==> config.mk <==
export PLATFORM = sky130hd
export DESIGN_NAME = comma_aligner_10b
export DESIGN_NICKNAME = d
export VERILOG_FILES = /design/src/rtl/comma_aligner_10b.sv
export SDC_FILE = /design/constraint.sdc
export NUM_CORES = 1
export LEC_CHECK = 0
export CORE_MARGIN = 2
export CORE_UTILIZATION = 37
export DETAILED_ROUTE_END_ITERATION = 10
export DONT_BUFFER_PORTS = 1
export SETUP_SLACK_MARGIN = 0.2
export SYNTH_ARGS = -nofsm -noshare
export SYNTH_HDL_FRONTEND = slang
export SYNTH_SLANG_ARGS = --single-unit
==> constraint.sdc <==
create_clock -name clk -period 3.9 [get_ports clk]
set_clock_uncertainty 0.05 [all_clocks]
set_input_delay 0.585 -clock clk [delete_from_list [all_inputs] [get_ports clk]]
set_output_delay 0.585 -clock clk [all_outputs]
set_load 0.03 [all_outputs]
==> src/rtl/comma_aligner_10b.sv <==
// -----------------------------------------------------------------------------
// comma_aligner_10b
//
// Serial-to-parallel front end for the 10b/8b decoder. Bits from the CDR are
// shifted into a 10-bit window. K28.5 commas found in that window set the
// symbol boundary. Each aligned symbol is emitted together with the running
// disparity that precedes it, and code/disparity violations are flagged.
// A SEARCH -> SYNC -> LOCKED state machine handles lock acquisition and loss.
//
// Parameters
//   LOCK_COMMAS : aligned commas, including the aligning one, needed to lock (>=1)
//   LOSS_ERRS   : error symbols since the last aligned comma that drop lock (>=1)
//
// Ports
//   clk        in   1   rising-edge clock
//   rst        in   1   synchronous active-high reset
//   serial_in  in   1   line bit; bit 'a' of a symbol ends up in data_out[9]
//   bit_en     in   1   serial_in is valid this cycle; all state holds when low
//   data_out   out  10  aligned symbol {abcdei,fghj}
//   data_valid out  1   one-cycle pulse: data_out/rd/is_comma/disp_err are new
//   rd         out  1   running disparity preceding data_out (0=RD-, 1=RD+)
//   is_comma   out  1   data_out is K28.5 (either disparity)
//   disp_err   out  1   data_out has a code or disparity violation
//   locked     out  1   aligner is in the LOCKED state
//   realign    out  1   one-cycle pulse: symbol boundary was (re)set
// -----------------------------------------------------------------------------
module comma_aligner_10b #(
  parameter int unsigned LOCK_COMMAS = 3,
  parameter int unsigned LOSS_ERRS   = 4
) (
  input  logic       clk,
  input  logic       rst,
  input  logic       serial_in,
  input  logic       bit_en,
  output logic [9:0] data_out,
  output logic       data_valid,
  output logic       rd,
  output logic       is_comma,
  output logic       disp_err,
  output logic       locked,
  output logic       realign
);

  // Counter widths: comma_cnt counts up to LOCK_COMMAS, err_cnt up to LOSS_ERRS.
  localparam int unsigned CCW = (LOCK_COMMAS > 32'd1) ? $clog2(LOCK_COMMAS + 32'd1) : 1;
  localparam int unsigned ECW = (LOSS_ERRS > 32'd1) ? $clog2(LOSS_ERRS + 32'd1) : 1;

  // Thresholds expressed as "current count before increment", so the
  // comparison never needs a wider intermediate.
  localparam logic [CCW-1:0] LOCK_LAST = CCW'(LOCK_COMMAS - 32'd1);
  localparam logic [ECW-1:0] ERR_LAST  = ECW'(LOSS_ERRS - 32'd1);

  localparam logic [9:0] K285_RDN = 10'b0011111010;  // K28.5 sent from RD-
  localparam logic [9:0] K285_RDP = 10'b1100000101;  // K28.5 sent from RD+

  typedef enum logic [1:0] {
    ST_SEARCH = 2'd0,
    ST_SYNC   = 2'd1,
    ST_LOCKED = 2'd2
  } state_e;

  // Number of ones in a 10-bit code group.
  function automatic logic [3:0] ones10(input logic [9:0] v);
    logic [3:0] acc;
    acc = 4'd0;
    for (int i = 0; i < 10; i++) begin
      acc = acc + {3'b000, v[i]};
    end
    return acc;
  endfunction

  // Disparity rule on a symbol: 6 ones leaves RD+, 4 ones leaves RD-,
  // a neutral symbol (and any illegal weight) keeps the incoming value.
  function automatic logic rd_after(input logic [3:0] n, input logic rd_in);
    logic r;
    case (n)
      4'd6:    r = 1'b1;
      4'd4:    r = 1'b0;
      default: r = rd_in;
    endcase
    return r;
  endfunction

  // ---------------------------------------------------------------------------
  // State and registers
  // ---------------------------------------------------------------------------
  logic [9:0]     sr_q;
  logic [3:0]     bit_cnt_q, bit_cnt_d;
  state_e         state_q, state_d;
  logic           rd_run_q, rd_run_d;
  logic [CCW-1:0] comma_cnt_q, comma_cnt_d;
  logic [ECW-1:0] err_cnt_q, err_cnt_d;

  logic [9:0]     data_out_q;
  logic           data_valid_q;
  logic           rd_q;
  logic           is_comma_q;
  logic           disp_err_q;
  logic           locked_q;
  logic           realign_q;

  // ---------------------------------------------------------------------------
  // Window decode
  // ---------------------------------------------------------------------------
  logic [9:0] win_s;
  logic       is_rdn_s;
  logic       is_rdp_s;
  logic       comma_s;
  logic       comma_hit_s;
  logic       cnt_wrap_s;
  logic       realign_hit_s;
  logic       boundary_s;
  logic       emit_s;
  logic [3:0] ones_s;
  logic       rd_base_s;
  logic       sym_err_s;

  assign win_s       = {sr_q[8:0], serial_in};
  assign is_rdn_s    = (win_s == K285_RDN);
  assign is_rdp_s    = (win_s == K285_RDP);
  assign comma_s     = is_rdn_s | is_rdp_s;
  assign comma_hit_s = bit_en & comma_s;
  assign cnt_wrap_s  = (bit_cnt_q == 4'd9);
  assign ones_s      = ones10(win_s);

  // In SEARCH any comma sets the boundary; in SYNC only a comma that does not
  // already sit on the current boundary moves it. LOCKED never realigns.
  assign realign_hit_s = comma_hit_s &
                         ((state_q == ST_SEARCH) |
                          ((state_q == ST_SYNC) & ~cnt_wrap_s));

  assign boundary_s = bit_en & (cnt_wrap_s | realign_hit_s);

  // SEARCH keeps counting symbols but only an aligning comma is emitted there.
  assign emit_s = boundary_s & ((state_q != ST_SEARCH) | realign_hit_s);

  // An aligning comma defines the running disparity from its own polarity.
  assign rd_base_s = realign_hit_s ? is_rdp_s : rd_run_q;

  // Error check against the incoming disparity; the aligning comma is
  // correct by construction.
  always_comb begin
    sym_err_s = 1'b0;
    if (realign_hit_s) begin
      sym_err_s = 1'b0;
    end else if ((ones_s < 4'd4) || (ones_s > 4'd6)) begin
      sym_err_s = 1'b1;
    end else if ((ones_s == 4'd6) && rd_run_q) begin
      sym_err_s = 1'b1;
    end else if ((ones_s == 4'd4) && !rd_run_q) begin
      sym_err_s = 1'b1;
    end else begin
      sym_err_s = 1'b0;
    end
  end

  // Bit counter and running-disparity next state.
  always_comb begin
    bit_cnt_d = bit_cnt_q;
    rd_run_d  = rd_run_q;
    if (bit_en) begin
      if (boundary_s) begin
        bit_cnt_d = 4'd0;
      end else begin
        bit_cnt_d = bit_cnt_q + 4'd1;
      end
    end else begin
      bit_cnt_d = bit_cnt_q;
    end
    if (emit_s) begin
      rd_run_d = rd_after(ones_s, rd_base_s);
    end else begin
      rd_run_d = rd_run_q;
    end
  end

  // Lock state machine; only symbol boundaries can move it.
  always_comb begin
    state_d     = state_q;
    comma_cnt_d = comma_cnt_q;
    err_cnt_d   = err_cnt_q;
    case (state_q)
      ST_SEARCH: begin
        if (realign_hit_s) begin
          comma_cnt_d = CCW'(1);
          err_cnt_d   = {ECW{1'b0}};
          if (LOCK_COMMAS <= 32'd1) begin
            state_d = ST_LOCKED;
          end else begin
            state_d = ST_SYNC;
          end
        end else begin
          state_d = ST_SEARCH;
        end
      end

      ST_SYNC: begin
        if (realign_hit_s) begin
          // Misaligned comma: new boundary, count starts over.
          comma_cnt_d = CCW'(1);
          err_cnt_d   = {ECW{1'b0}};
          state_d     = ST_SYNC;
        end else if (boundary_s) begin
          if (sym_err_s) begin
            state_d = ST_SEARCH;
          end else if (comma_s) begin
            comma_cnt_d = comma_cnt_q + CCW'(1);
            if (comma_cnt_q >= LOCK_LAST) begin
              state_d   = ST_LOCKED;
              err_cnt_d = {ECW{1'b0}};
            end else begin
              state_d = ST_SYNC;
            end
          end else begin
            state_d = ST_SYNC;
          end
        end else begin
          state_d = ST_SYNC;
        end
      end

      ST_LOCKED: begin
        if (boundary_s) begin
          if (sym_err_s) begin
            err_cnt_d = err_cnt_q + ECW'(1);
            if (err_cnt_q >= ERR_LAST) begin
              state_d = ST_SEARCH;
            end else begin
              state_d = ST_LOCKED;
            end
          end else if (comma_s) begin
            err_cnt_d = {ECW{1'b0}};
            state_d   = ST_LOCKED;
          end else begin
            state_d = ST_LOCKED;
          end
        end else begin
          state_d = ST_LOCKED;
        end
      end

      default: begin
        state_d     = ST_SEARCH;
        comma_cnt_d = {CCW{1'b0}};
        err_cnt_d   = {ECW{1'b0}};
      end
    endcase
  end

  // Shift register, counters, disparity and FSM state.
  always_ff @(posedge clk) begin
    if (rst) begin
      sr_q        <= 10'd0;
      bit_cnt_q   <= 4'd0;
      state_q     <= ST_SEARCH;
      rd_run_q    <= 1'b0;
      comma_cnt_q <= {CCW{1'b0}};
      err_cnt_q   <= {ECW{1'b0}};
    end else begin
      if (bit_en) begin
        sr_q <= win_s;
      end
      bit_cnt_q   <= bit_cnt_d;
      state_q     <= state_d;
      rd_run_q    <= rd_run_d;
      comma_cnt_q <= comma_cnt_d;
      err_cnt_q   <= err_cnt_d;
    end
  end

  // Registered symbol outputs; data fields hold between emitted symbols.
  always_ff @(posedge clk) begin
    if (rst) begin
      data_out_q   <= 10'd0;
      data_valid_q <= 1'b0;
      rd_q         <= 1'b0;
      is_comma_q   <= 1'b0;
      disp_err_q   <= 1'b0;
      locked_q     <= 1'b0;
      realign_q    <= 1'b0;
    end else begin
      data_valid_q <= emit_s;
      realign_q    <= emit_s & realign_hit_s;
      locked_q     <= (state_d == ST_LOCKED);
      if (emit_s) begin
        data_out_q <= win_s;
        rd_q       <= rd_base_s;
        is_comma_q <= comma_s;
        disp_err_q <= sym_err_s;
      end
    end
  end

  assign data_out   = data_out_q;
  assign data_valid = data_valid_q;
  assign rd         = rd_q;
  assign is_comma   = is_comma_q;
  assign disp_err   = disp_err_q;
  assign locked     = locked_q;
  assign realign    = realign_q;

endmodule
Word level (Yosys, flattened, before mapping)
Index checks and enable logic that the tools add are counted.
{ "classes": {"bitwise_logic": 12, "eq_ne": 15, "reduce_logical": 8, "mux": 33, "addsub": 12, "order_cmp": 4} }
{ "op_table": {"columns": ["op", "n"], "rows": [
  ["2-to-1 mux 3 bit", 9],
  ["2-to-1 mux 2 bit", 13],
  ["adder 4 x 1 -> 4 bit", 6],
  ["inequality test 3 bit, second input constant", 4],
  ["case mux 2 bit (3 select lines)", 2],
  ["== test 10 bit, second input constant", 1],
  ["== test 10 x 8 -> 1 bit, second input constant", 1],
  ["case mux 3 bit (3 select lines)", 1],
  ["== test 4 x 3 -> 1 bit, second input constant", 2],
  ["AND reduction 7 bit", 1],
  ["bitwise AND 1 bit", 6],
  ["2-to-1 mux 1 bit", 6],
  ["AND reduction 5 bit", 1],
  ["adder 3 x 1 -> 4 bit", 1],
  ["adder 4 x 1 -> 4 bit, second input constant", 1],
  ["== test 2 bit, second input constant", 2],
  ["== test 4 bit, second input constant", 1],
  ["greater-than comparator 4 x 3 -> 1 bit, second input constant", 1],
  ["less-than comparator 4 x 3 -> 1 bit, second input constant", 1],
  ["2-to-1 mux 4 bit", 1],
  ["inequality test 2 bit, second input constant", 2],
  ["OR 1 bit", 4],
  ["adder 2 x 1 -> 3 bit", 1],
  ["adder 3 x 1 -> 3 bit, second input constant", 1],
  ["13 further kinds", 15]
]} }
{ "totals": {"out_inout_bits": 16, "reg_bits": 37, "elab_cells": 97, "input_bits": 4} }

Longest topological paths before layout
Gate-level depths: netlist (run 1).
{ "logic_depth": {"ltp_word": 20, "ltp_mapped": 13, "mapped_depth_nobuf": 13} }

Worst setup path after synthesis (run 1)
No wires, ideal clock.
{ "synth_path": {"path_type": "input -> register", "start": "in serial_in", "end": "reg comma_cnt_q[0]", "slack_ns": 0.114, "arrival_time_ns": 3.641, "setup_ns": 0.095, "required_ns": 3.755, "cell_stages": 12, "n_path_buf": 0, "path_cell_list": "fa_1 > fa_1 > inv_1 > fa_1 > inv_1 > ha_1 > inv_1 > fa_1 > xor2_1 > a21oi_1 > or3_1 > a221oi_1"} }
{ "synth_via": {"elab_chain_cells": 17, "word_cells_on_any_way": 34, "cone_classes": "add/sub: 9; order compare: 2; eq/ne: 8; mux: 6; bitwise: 5; reduce/logical: 4"} }
{ "synth_rtl": {"columns": ["element", "line", "rtl"], "rows": [
  ["from (decl)", "33", "input logic serial_in,"],
  ["adder 1 x 1 -> 2 bit", "67", "acc = acc + {3'b000, v[i]};"],
  ["adder 2 x 1 -> 3 bit", "67", null],
  ["adder 3 x 1 -> 4 bit", "67", null],
  ["adder 4 x 1 -> 4 bit (6 in a row)", "67", null],
  ["== test 4 x 3 -> 1 bit", "150", "end else if ((ones_s == 4'd4) && !rd_run_q) begin"],
  ["logical AND 1 bit", "150", null],
  ["2-to-1 mux 1 bit", "150", null],
  ["2-to-1 mux 1 bit", "148", "end else if ((ones_s == 4'd6) && rd_run_q) begin"],
  ["2-to-1 mux 1 bit", "146", "end else if ((ones_s < 4'd4) || (ones_s > 4'd6)) begin"],
  ["2-to-1 mux 1 bit", "144", "if (realign_hit_s) begin"],
  ["inequality test 3 bit (no line)", null, null],
  ["AND reduction 5 bit (no line)", null, null],
  ["to (signal assigned)", "257", "comma_cnt_q <= {CCW{1'b0}};"],
  ["to (signal assigned)", "266", "comma_cnt_q <= comma_cnt_d;"],
  ["to (decl)", "91", "logic [CCW-1:0] comma_cnt_q, comma_cnt_d;"]
]} }
Several ways; a longest one is shown, not always the timed one.
A chain may end at the register's enable or synchronous reset.

Worst setup path after layout (run 1)
{ "layout_path": {"start": "reg sr_q[0]", "end": "reg comma_cnt_q[0]"} }
{ "layout_via": {"elab_chain_cells": 17, "word_cells_on_any_way": 34, "cone_classes": "add/sub: 9; order compare: 2; eq/ne: 8; mux: 6; bitwise: 5; reduce/logical: 4"} }
{ "layout_rtl": {"columns": ["element", "line", "rtl"], "rows": [
  ["from (decl)", "87", "logic [9:0] sr_q;"],
  ["from (signal assigned)", "261", "sr_q <= win_s;"],
  ["adder 1 x 1 -> 2 bit", "67", null],
  ["adder 2 x 1 -> 3 bit", "67", null],
  ["adder 3 x 1 -> 4 bit", "67", null],
  ["adder 4 x 1 -> 4 bit (6 in a row)", "67", null],
  ["== test 4 x 3 -> 1 bit", "150", null],
  ["logical AND 1 bit", "150", null],
  ["2-to-1 mux 1 bit", "150", null],
  ["2-to-1 mux 1 bit", "148", null],
  ["2-to-1 mux 1 bit", "146", null],
  ["2-to-1 mux 1 bit", "144", null],
  ["inequality test 3 bit (no line)", null, null],
  ["AND reduction 5 bit (no line)", null, null]
]} }
Several ways; a longest one is shown, not always the timed one.

==> results of run 1 <==
## cell type report
class / instances / area [um^2] / share of cell area (%)
multi-input cells: 176 / 1232 / 53.07
flip-flops and latches: 37 / 745.7 / 32.11
well taps: 72 / 90.09 / 3.879
inverters: 20 / 75.07 / 3.233
clock buffers: 5 / 68.82 / 2.963
clock inverters: 3 / 65.06 / 2.802
repair buffers: 6 / 45.04 / 1.940
## worst max-delay path, stage by stage (launching register included)
cell	delay (ns)
sky130_fd_sc_hd__dfxtp_4	0.37
sky130_fd_sc_hd__fa_1	0.48
sky130_fd_sc_hd__fa_1	0.51
sky130_fd_sc_hd__inv_1	0.05
sky130_fd_sc_hd__fa_1	0.42
sky130_fd_sc_hd__inv_1	0.07
sky130_fd_sc_hd__ha_1	0.16
sky130_fd_sc_hd__inv_1	0.05
sky130_fd_sc_hd__fa_1	0.54
sky130_fd_sc_hd__xor2_2	0.20
sky130_fd_sc_hd__a21oi_2	0.12
sky130_fd_sc_hd__or3_1	0.33
sky130_fd_sc_hd__a221oi_2	0.21
## state kept, by name, indices dropped and copies added, names as in the netlist
register     cells
bit_cnt_q        4
comma_cnt_q      2
data_out        10
data_valid       1
disp_err         1
err_cnt_q        3
is_comma         1
locked           1
rd               1
rd_run_q         1
realign          1
sr_q             9
state_q          2
## how the worst max path moves through the flow
stage	slack, ns	from	end	depth (start not counted)
floorplan	0.13	serial_in	comma_cnt_q[0]	12
global placement	0.08	serial_in	comma_cnt_q[0]	12
detailed placement	-0.03	serial_in	comma_cnt_q[0]	12
CTS	0.21	sr_q[0]	comma_cnt_q[0]	12
global route	0.07	sr_q[0]	comma_cnt_q[0]	12
finish	0.26	sr_q[0]	comma_cnt_q[0]	12
## layout by cell type, fill, tap and decap left out, drive strengths merged, types with 2 or more instances in the layout
cell / netlist / routed
o41ai: 2 / 2
nor2: 23 / 23
or4: 3 / 3
clkbuf: 9 / 5
a211oi: 3 / 3
o2111ai: 2 / 2
nand2b: 5 / 5
nor3: 5 / 5
o31ai: 3 / 3
nand3: 14 / 14
nand4b: 2 / 2
nand4: 3 / 3
o221ai: 2 / 2
mux2i: 10 / 10
bufinv: 0 / 2
a21oi: 20 / 20
fa: 6 / 6
nor2b: 5 / 5
buf: 3 / 6
inv: 20 / 20
nand2: 17 / 17
o21ai: 14 / 14
a221oi: 3 / 3
ha: 9 / 9
dfxtp: 37 / 37
o211ai: 6 / 6
and3: 2 / 2
## layer usage
metal  vias to the layer above  part of all wire, %
met3                         7                  3.3
met1                       842                   47
met5                         -                    0
met4                         0                  1.2
li1                        878                    -
met2                        16                   48
## per-stage QoR
step	util, %	power [mW]	TNS, ns
after CTS	42.00	0.8193	0
final	42.43	0.8127	0
after global placement	39.51	0.4246	0
after floorplan	-	0.4279	0
after detailed placement	39.51	0.4257	-0.03142
after global routing	42.43	0.8438	0
## cells by family after synthesis
kind of cell	after synthesis	synth area share, %
simple gates	87	21.82
flops	37	35.58
compound gates	63	20.01
xor+xnor	1	0.4207
fa+ha+maj	15	11.18
mux	10	4.808
buf+inv	32	6.189
## what timing repair did
item	CTS	global route
gates resized for setup	2	2
hold buffers	0	0
buffers inserted	0	2
endpoints found under the setup margin	2	5
pin swaps	0	1
## power groups by stage
stage	Combinational, mW	Sequential [mW]	Clock (mW)
3_3_place_gp	0.0313	0.393	0
3_5_place_dp	0.0322	0.394	0
2_1_floorplan	0.0354	0.393	0
5_1_grt	0.0364	0.385	0.422
4_1_cts	0.0324	0.385	0.402
6_report	0.0317	0.384	0.397
==> results_tabular.tex, run 1 <==
\begin{tabular}{lr}
\hline
Metric & Value \\
\hline
\multicolumn{2}{l}{\textbf{Logic synthesis}} \\
\quad Post-synthesis instance total & 245 \\
\quad Area share of the largest cell type after synthesis & 35.58\% \\
\quad Number of enable flip-flop cells after synthesis & 0 \\
\quad Post-synthesis average cell area & 8.498 um\^{}2 \\
\quad Combined area of all synthesized cells & around 0.0021 mm\^{}2 \\
\quad Seq cells post-synth & 37 \\
\quad Post-synthesis async set-or-reset flop share & 0\% \\
\quad Yosys warnings & 0 \\
\quad Post-synth top cells & sky130\_fd\_sc\_hd\_\_dfxtp\_1 (37), sky130\_fd\_sc\_hd\_\_nor2\_1 (23), sky130\_fd\_sc\_hd\_\_inv\_1 (20), sky130\_fd\_sc\_hd\_\_a21oi\_1 (19), sky130\_fd\_sc\_hd\_\_nand2\_1 (17) \\
\quad Post-Syn Nets & between 200 and 300 \\
\quad Cell type with the largest total area after synthesis & sky130\_fd\_sc\_hd\_\_dfxtp\_1 \\
\quad Sequential fraction of the synthesis area & 35.58\% \\
\quad Dominant cells by area after synthesis & sky130\_fd\_sc\_hd\_\_dfxtp\_1 (36\%), sky130\_fd\_sc\_hd\_\_fa\_1 (5.8\%), sky130\_fd\_sc\_hd\_\_ha\_1 (5.4\%) \\
\quad Leading register cell type out of synthesis & sky130\_fd\_sc\_hd\_\_dfxtp\_1 \\
\quad Cell with the most instances after synthesis & sky130\_fd\_sc\_hd\_\_dfxtp\_1 \\
\quad Number of distinct library cell variants in the gate-level netlist after synthesis & 49 \\
\multicolumn{2}{l}{\textbf{Hold path}} \\
\quad Sink of the worst hold path & comma\_cnt\_q[0] \\
\quad Number of cells on the worst hold path & 1 \\
\quad Hold Crit Class & input pin to register \\
\quad Min-delay src & rst \\
\multicolumn{2}{l}{\textbf{Clock network}} \\
\quad TritonCTS clock tree & done \\
\quad Maximum clock insertion buffer count & 2 \\
\quad Number of buffers created by CTS & 5 \\
\quad Worst-skew pair later-pin latency & 0.29 ns \\
\quad Count of H-tree levels built during CTS & 2 \\
\quad \# clock sinks & 37 \\
\quad Clock slew at the register clock pins of the worst setup and hold paths & 0.08 ns \\
\quad Root Buffer Master & sky130\_fd\_sc\_hd\_\_clkbuf\_8 \\
\multicolumn{2}{l}{\textbf{STA}} \\
\quad Clock period minus worst slack & roughly 3.6 ns \\
\quad Hold Slack & about 0.3 ns \\
\quad Hold Vio Cnt, Final & 0 \\
\quad Slew Limit Fails & 0 \\
\quad Slew of the pin with the lowest slew margin & 0.8643 ns \\
\quad Number of setup violations in the final report & 0 \\
\quad Upper clock frequency limit & 274.4 MHz \\
\quad Share of the clock period used by the worst path after layout & 93.44\% \\
\quad Crit path setup slack, layout & 0.2560 ns \\
\quad RSZ-0062 raised after global routing & yes \\
\quad Headroom to the max-slew limit & 42.17\% \\
\multicolumn{2}{l}{\textbf{Die}} \\
\quad Die outline height & around 80 um \\
\quad Boundary pin count & 20 \\
\quad Initial Util & about two fifths \\
\quad Die X & 79.02 um \\
\quad Total core area & roughly 0.0055 mm\^{}2 \\
\quad Total Die Area & 0.006243 mm\^{}2 \\
\quad Rows & 27 \\
\multicolumn{2}{l}{\textbf{Run}} \\
\quad Max\_cap viols & 0 \\
\multicolumn{2}{l}{\textbf{Finish}} \\
\quad Final net count & 265 \\
\quad Layout overhead on the synthesized area & 11.54\% \\
\quad Number of fillers in the final layout & 555 \\
\quad ANT cells & 0 \\
\quad Fraction of final layout cells with drive strength greater than 1 & 10.12\% \\
\quad Design area & 0.002322 mm\^{}2 \\
\quad Number of cells in the finished layout apart from fillers & 319 \\
\multicolumn{2}{l}{\textbf{Global route}} \\
\quad Met2 Track Usage GR & 25.17\% \\
\quad First-pass GRT wire length & 7.790 mm \\
\quad All-layer global routing usage & 15.60\% \\
\quad Routing layer with the top usage in global route & met2 \\
\quad Met1 Track Usage GR & between 20\% and 30\% \\
\quad Maximum number of pins on one net before global-route repair & 37 \\
\quad Vias in the first global route & 1,617 \\
\quad Global route overflow & 0 \\
\quad Met3 Track Usage GR & 3.636\% \\
\quad Antenna violations before repair & 0 \\
\multicolumn{2}{l}{\textbf{Critical path}} \\
\quad Critical Path AT & 3.80 ns \\
\quad Worst Setup End Kind & register \\
\quad Type of element launching the critical path & register \\
\quad Maximum fanout along the worst path & 6 \\
\quad Critical setup path kind & register to register \\
\quad Endpoint of the worst-slack reg-to-reg timing path & comma\_cnt\_q[0] \\
\quad Internal reg-to-reg setup slack & between 0.2 and 0.3 ns \\
\quad Source of the worst register-to-register timing path & sr\_q[0] \\
\quad Length in cells of the worst reg-to-reg path & 12 \\
\quad Worst path required time & 4.06 ns \\
\multicolumn{2}{l}{\textbf{Detailed routing}} \\
\quad Vias post-DR & between 1,500 and 2,000 \\
\quad TritonRoute pass-1 iters & 4 \\
\quad DR DRC count & 0 \\
\quad Remaining antenna violation count after routing & 0 \\
\quad WL per Instance & 14.05 um \\
\quad Via/cell ratio & 5.464 \\
\quad Initial DRC count & 89 \\
\quad Final WL & roughly 4.5 mm \\
\multicolumn{2}{l}{\textbf{Placement}} \\
\quad Last weighted congestion value of the routability-driven placer & 0.8290 \\
\quad Port Buffers & 0 \\
\quad Number of cells in the design after placement & between 300 and 400 \\
\quad Placement-stage cell area & 0.002162 mm\^{}2 \\
\quad Post-DP HPWL & about 3.3 mm \\
\quad Placement Setup Slack & -0.03142 ns \\
\multicolumn{2}{l}{\textbf{Power}} \\
\quad Cell leakage power & 0.8329 nW \\
\quad Worst voltage drop across the vdd grid & 0.1955 mV \\
\quad Sw Ratio & 20.10\% \\
\quad Clock network fraction of total power & between 40\% and 50\% \\
\quad Switching power of the nets & $\sim$0.16 mW \\
\quad Combinational cell fraction of total power & 3.9\% \\
\quad Part of the total power dissipated in sequential elements & between 40\% and 50\% \\
\quad Power per standard cell area & 350.0 mW/mm\^{}2 \\
\quad Internal cell power & 0.6493 mW \\
\multicolumn{2}{l}{\textbf{Outcome}} \\
\quad Run status & finished clean \\
\hline
\end{tabular}
No activity file was read; power rests on OpenSTA's default activity.
==> inputs of run 2 (changes only) <==
--- a/config.mk
+++ b/config.mk
@@ -8,7 +8,7 @@
 export CORE_MARGIN = 2
 export CORE_UTILIZATION = 37
 export DETAILED_ROUTE_END_ITERATION = 10
-export DONT_BUFFER_PORTS = 1
+export PLACE_DENSITY_LB_ADDON = 0.15
 export SETUP_SLACK_MARGIN = 0.2
 export SYNTH_ARGS = -nofsm -noshare
 export SYNTH_HDL_FRONTEND = slang
==> results_tabular.tex, run 2 (synthesis gave the netlist of run 1 again) <==
\begin{tabular}{lr}
\hline
Metric & Value \\
\hline
\multicolumn{2}{l}{\textbf{Power}} \\
\quad Power per standard cell area & 273.5 mW/mm\^{}2 (-22\%) \\
\quad Part of the total power dissipated in sequential elements & 53.9\% (+6.6 points) \\
\quad Switching power of the nets & 0.1666 mW (+2.0\%) \\
\quad Combinational cell fraction of total power & 7.6\% (+3.7 points) \\
\quad Worst voltage drop across the vdd grid & 0.1119 mV (-43\%) \\
\quad Sw Ratio & 23.48\% (+3.4 points) \\
\quad Clock network fraction of total power & 38.4\% (-10 points) \\
\quad Internal cell power & 0.5431 mW (-16\%) \\
\quad Cell leakage power & 0.9399 nW (+13\%) \\
\multicolumn{2}{l}{\textbf{Die}} \\
\quad Rows & 27 (unchanged) \\
\quad Total Die Area & 0.006243 mm\^{}2 (unchanged) \\
\quad Initial Util & 38.04\% (unchanged) \\
\quad Die outline height & 79.02 um (unchanged) \\
\quad Boundary pin count & 20 (unchanged) \\
\quad Die X & 79.02 um (unchanged) \\
\quad Total core area & 0.005473 mm\^{}2 (unchanged) \\
\multicolumn{2}{l}{\textbf{Placement}} \\
\quad Port Buffers & 19 (+19) \\
\quad Placement-stage cell area & 0.002412 mm\^{}2 (+12\%) \\
\quad Placement Setup Slack & -0.4897 ns (-0.4582 ns) \\
\quad Post-DP HPWL & 3.698 mm (+12\%) \\
\quad Last weighted congestion value of the routability-driven placer & 0.7563 (-8.8\%) \\
\multicolumn{2}{l}{\textbf{Global route}} \\
\quad Global route overflow & 0 (unchanged) \\
\quad Maximum number of pins on one net before global-route repair & 24 (-35\%) \\
\quad Vias in the first global route & 1,775 (+9.8\%) \\
\quad First-pass GRT wire length & 8.314 mm (+6.7\%) \\
\quad All-layer global routing usage & 16.68\% (+1.1 points) \\
\quad Antenna violations before repair & 0 (unchanged) \\
\multicolumn{2}{l}{\textbf{Detailed routing}} \\
\quad WL per Instance & 14.57 um (+3.7\%) \\
\quad Detailed route wirelength on metal3 & 113 um (-24\%) \\
\quad Vias post-DR & 1,866 (+7.1\%) \\
\quad Total length of routed met2 wires & 2.336 mm (+7.8\%) \\
\quad DR DRC count & 0 (unchanged) \\
\quad TritonRoute pass-1 iters & 4 (unchanged) \\
\quad Remaining antenna violation count after routing & 0 (unchanged) \\
\quad Top layer reached by signal wires & met4 \\
\quad Final WL & 5.071 mm (+13\%) \\
\quad Via/cell ratio & 5.362 (-1.9\%) \\
\quad Routed metal-1 wirelength & 2.493 mm (+18\%) \\
\quad Initial DRC count & 83 (-6.7\%) \\
\multicolumn{2}{l}{\textbf{Finish}} \\
\quad Number of fillers in the final layout & 556 (+0.18\%) \\
\quad Leading cell type in the layout, fill and taps excluded & sky130\_fd\_sc\_hd\_\_dfxtp\_1 \\
\quad Highest-count cells in the layout ignoring fill and taps & sky130\_fd\_sc\_hd\_\_dfxtp\_1 (34), sky130\_fd\_sc\_hd\_\_nor2\_1 (23), sky130\_fd\_sc\_hd\_\_inv\_1 (19) \\
\quad Multi-input logic area & 0.001267 mm\^{}2 (+2.8\%) \\
\quad Final net count & 295 (+11\%) \\
\quad FF/Latch Area & 749.5 um\^{}2 (+0.50\%) \\
\quad Fraction of final layout cells with drive strength greater than 1 & 15.22\% (+5.1 points) \\
\quad Design area & 0.002595 mm\^{}2 (+12\%) \\
\quad ANT cells & 0 (unchanged) \\
\quad Layout overhead on the synthesized area & 24.64\% \\
\quad Max reg flops & 10 (unchanged) \\
\multicolumn{2}{l}{\textbf{STA}} \\
\quad Upper clock frequency limit & 273.2 MHz (-0.45\%) \\
\quad RSZ-0062 raised after global routing & yes \\
\quad Headroom to the max-slew limit & 38.40\% (-3.8 points) \\
\quad Clock period minus worst slack & 3.660 ns (+0.01650 ns) \\
\quad Crit path setup slack, layout & 0.2395 ns (-0.01650 ns) \\
\quad Number of setup violations in the final report & 0 (unchanged) \\
\quad Share of the clock period used by the worst path after layout & 93.86\% (+0.42 points) \\
\quad Hold Vio Cnt, Final & 0 (unchanged) \\
\quad Slew Limit Fails & 0 (unchanged) \\
\quad Slew of the pin with the lowest slew margin & 0.9211 ns (+0.05681 ns) \\
\multicolumn{2}{l}{\textbf{Clock network}} \\
\quad Count of H-tree levels built during CTS & 2 (unchanged) \\
\quad Root Buffer Master & sky130\_fd\_sc\_hd\_\_clkbuf\_8 \\
\quad \# clock sinks & 37 (unchanged) \\
\quad Number of buffers created by CTS & 5 (unchanged) \\
\quad Worst-skew pair later-pin latency & 0.28 ns (about the same) \\
\quad TritonCTS clock tree & done \\
\quad Maximum clock insertion buffer count & 2 (unchanged) \\
\quad Clock slew at the register clock pins of the worst setup and hold paths & 0.07 ns (about the same) \\
\quad Hold buffers post-CTS & 0 (unchanged) \\
\multicolumn{2}{l}{\textbf{Hold path}} \\
\quad Sink of the worst hold path & data\_out[8] \\
\quad Hold Crit Class & register to register \\
\quad Number of cells on the worst hold path & 2 (+1) \\
\quad Min-delay src & data\_out[8] \\
\multicolumn{2}{l}{\textbf{Critical path}} \\
\quad Critical Path AT & 3.82 ns (+0.02 ns) \\
\quad Maximum fanout along the worst path & 4 (-2) \\
\quad Worst path required time & 4.06 ns (about the same) \\
\quad Type of element launching the critical path & input pin \\
\quad Length in cells of the worst reg-to-reg path & 13 (+1) \\
\quad Worst Setup End Kind & register \\
\quad Internal reg-to-reg setup slack & 0.26 ns (about the same) \\
\quad Source of the worst register-to-register timing path & sr\_q[6] \\
\quad Endpoint of the worst-slack reg-to-reg timing path & err\_cnt\_q[2] \\
\quad Critical setup path kind & input pin to register \\
\multicolumn{2}{l}{\textbf{Run}} \\
\quad Max\_cap viols & 0 (unchanged) \\
\multicolumn{2}{l}{\textbf{Outcome}} \\
\quad Run status & finished clean \\
\hline
\end{tabular}
## run 2: critical path, cell delays in order
cell                       delay (ns)
sky130_fd_sc_hd__buf_6           0.09
sky130_fd_sc_hd__fa_1            0.45
sky130_fd_sc_hd__fa_1            0.51
sky130_fd_sc_hd__inv_1           0.05
sky130_fd_sc_hd__fa_1            0.42
sky130_fd_sc_hd__inv_1           0.08
sky130_fd_sc_hd__ha_2            0.18
sky130_fd_sc_hd__inv_2           0.04
sky130_fd_sc_hd__fa_1            0.53
sky130_fd_sc_hd__xor2_2          0.18
sky130_fd_sc_hd__buf_4           0.14
sky130_fd_sc_hd__nand2_2         0.08
sky130_fd_sc_hd__o31a_1          0.29
sky130_fd_sc_hd__o221ai_1        0.19
## run 2: layer usage
metal / vias to the layer above / GRT usage [%]
li1: 937 / -
met1: 896 / 22.23
met2: 20 / 26.19
met3: 13 / 3.295
met4: 0 / 7.241
met5: - / 0
## run 2: final cells by class
type                    count  share of cell area (%)
clock buffers               7                   3.327
inverters                  20                   2.893
multi-input cells         176                   48.84
repair buffers             36                   12.58
well taps                  72                   3.472
flip-flops and latches     37                   28.88
## run 2: worst max path at each step
stage              start              to  slack [ns]  cells past startpoint
2_1_floorplan  serial_in  comma_cnt_q[0]        0.13                     12
3_3_place_gp   serial_in  comma_cnt_q[0]       -0.39                     13
3_5_place_dp   serial_in  comma_cnt_q[0]       -0.49                     13
4_1_cts          sr_q[8]  comma_cnt_q[0]        0.17                     12
5_1_grt        serial_in    err_cnt_q[1]        0.06                     15
6_report       serial_in    err_cnt_q[2]        0.24                     14
## run 2: metrics by stage
stage               total power [mW]  TNS [ns]  hold slack (ns)  utilization [%]  std cells
floorplan                     0.4279         0           0.4161                -        245
global placement              0.4422    -2.692           0.4048            44.08        336
detailed placement            0.4429    -3.417           0.4111            44.08        336
CTS                           0.7173         0           0.4190            46.43        347
global route                  0.7411         0           0.4333            47.42        348
finish                        0.7097         0           0.4140            47.42        348
## run 2: power groups by stage
stage / Combinational [mW] / Clock, mW / Sequential, mW
final: 0.0540 / 0.273 / 0.383
after global routing: 0.0602 / 0.298 / 0.383
after CTS: 0.0530 / 0.281 / 0.383
after detailed placement: 0.0499 / 0 / 0.393
after global placement: 0.0492 / 0 / 0.393
after floorplan: 0.0354 / 0 / 0.393
## run 2: timing repair
action,in CTS,in global routing
buffers inserted,4,1
gates cloned,0,0
resized for setup,11,9
setup endpoints to repair,10,9
pin swaps,7,6
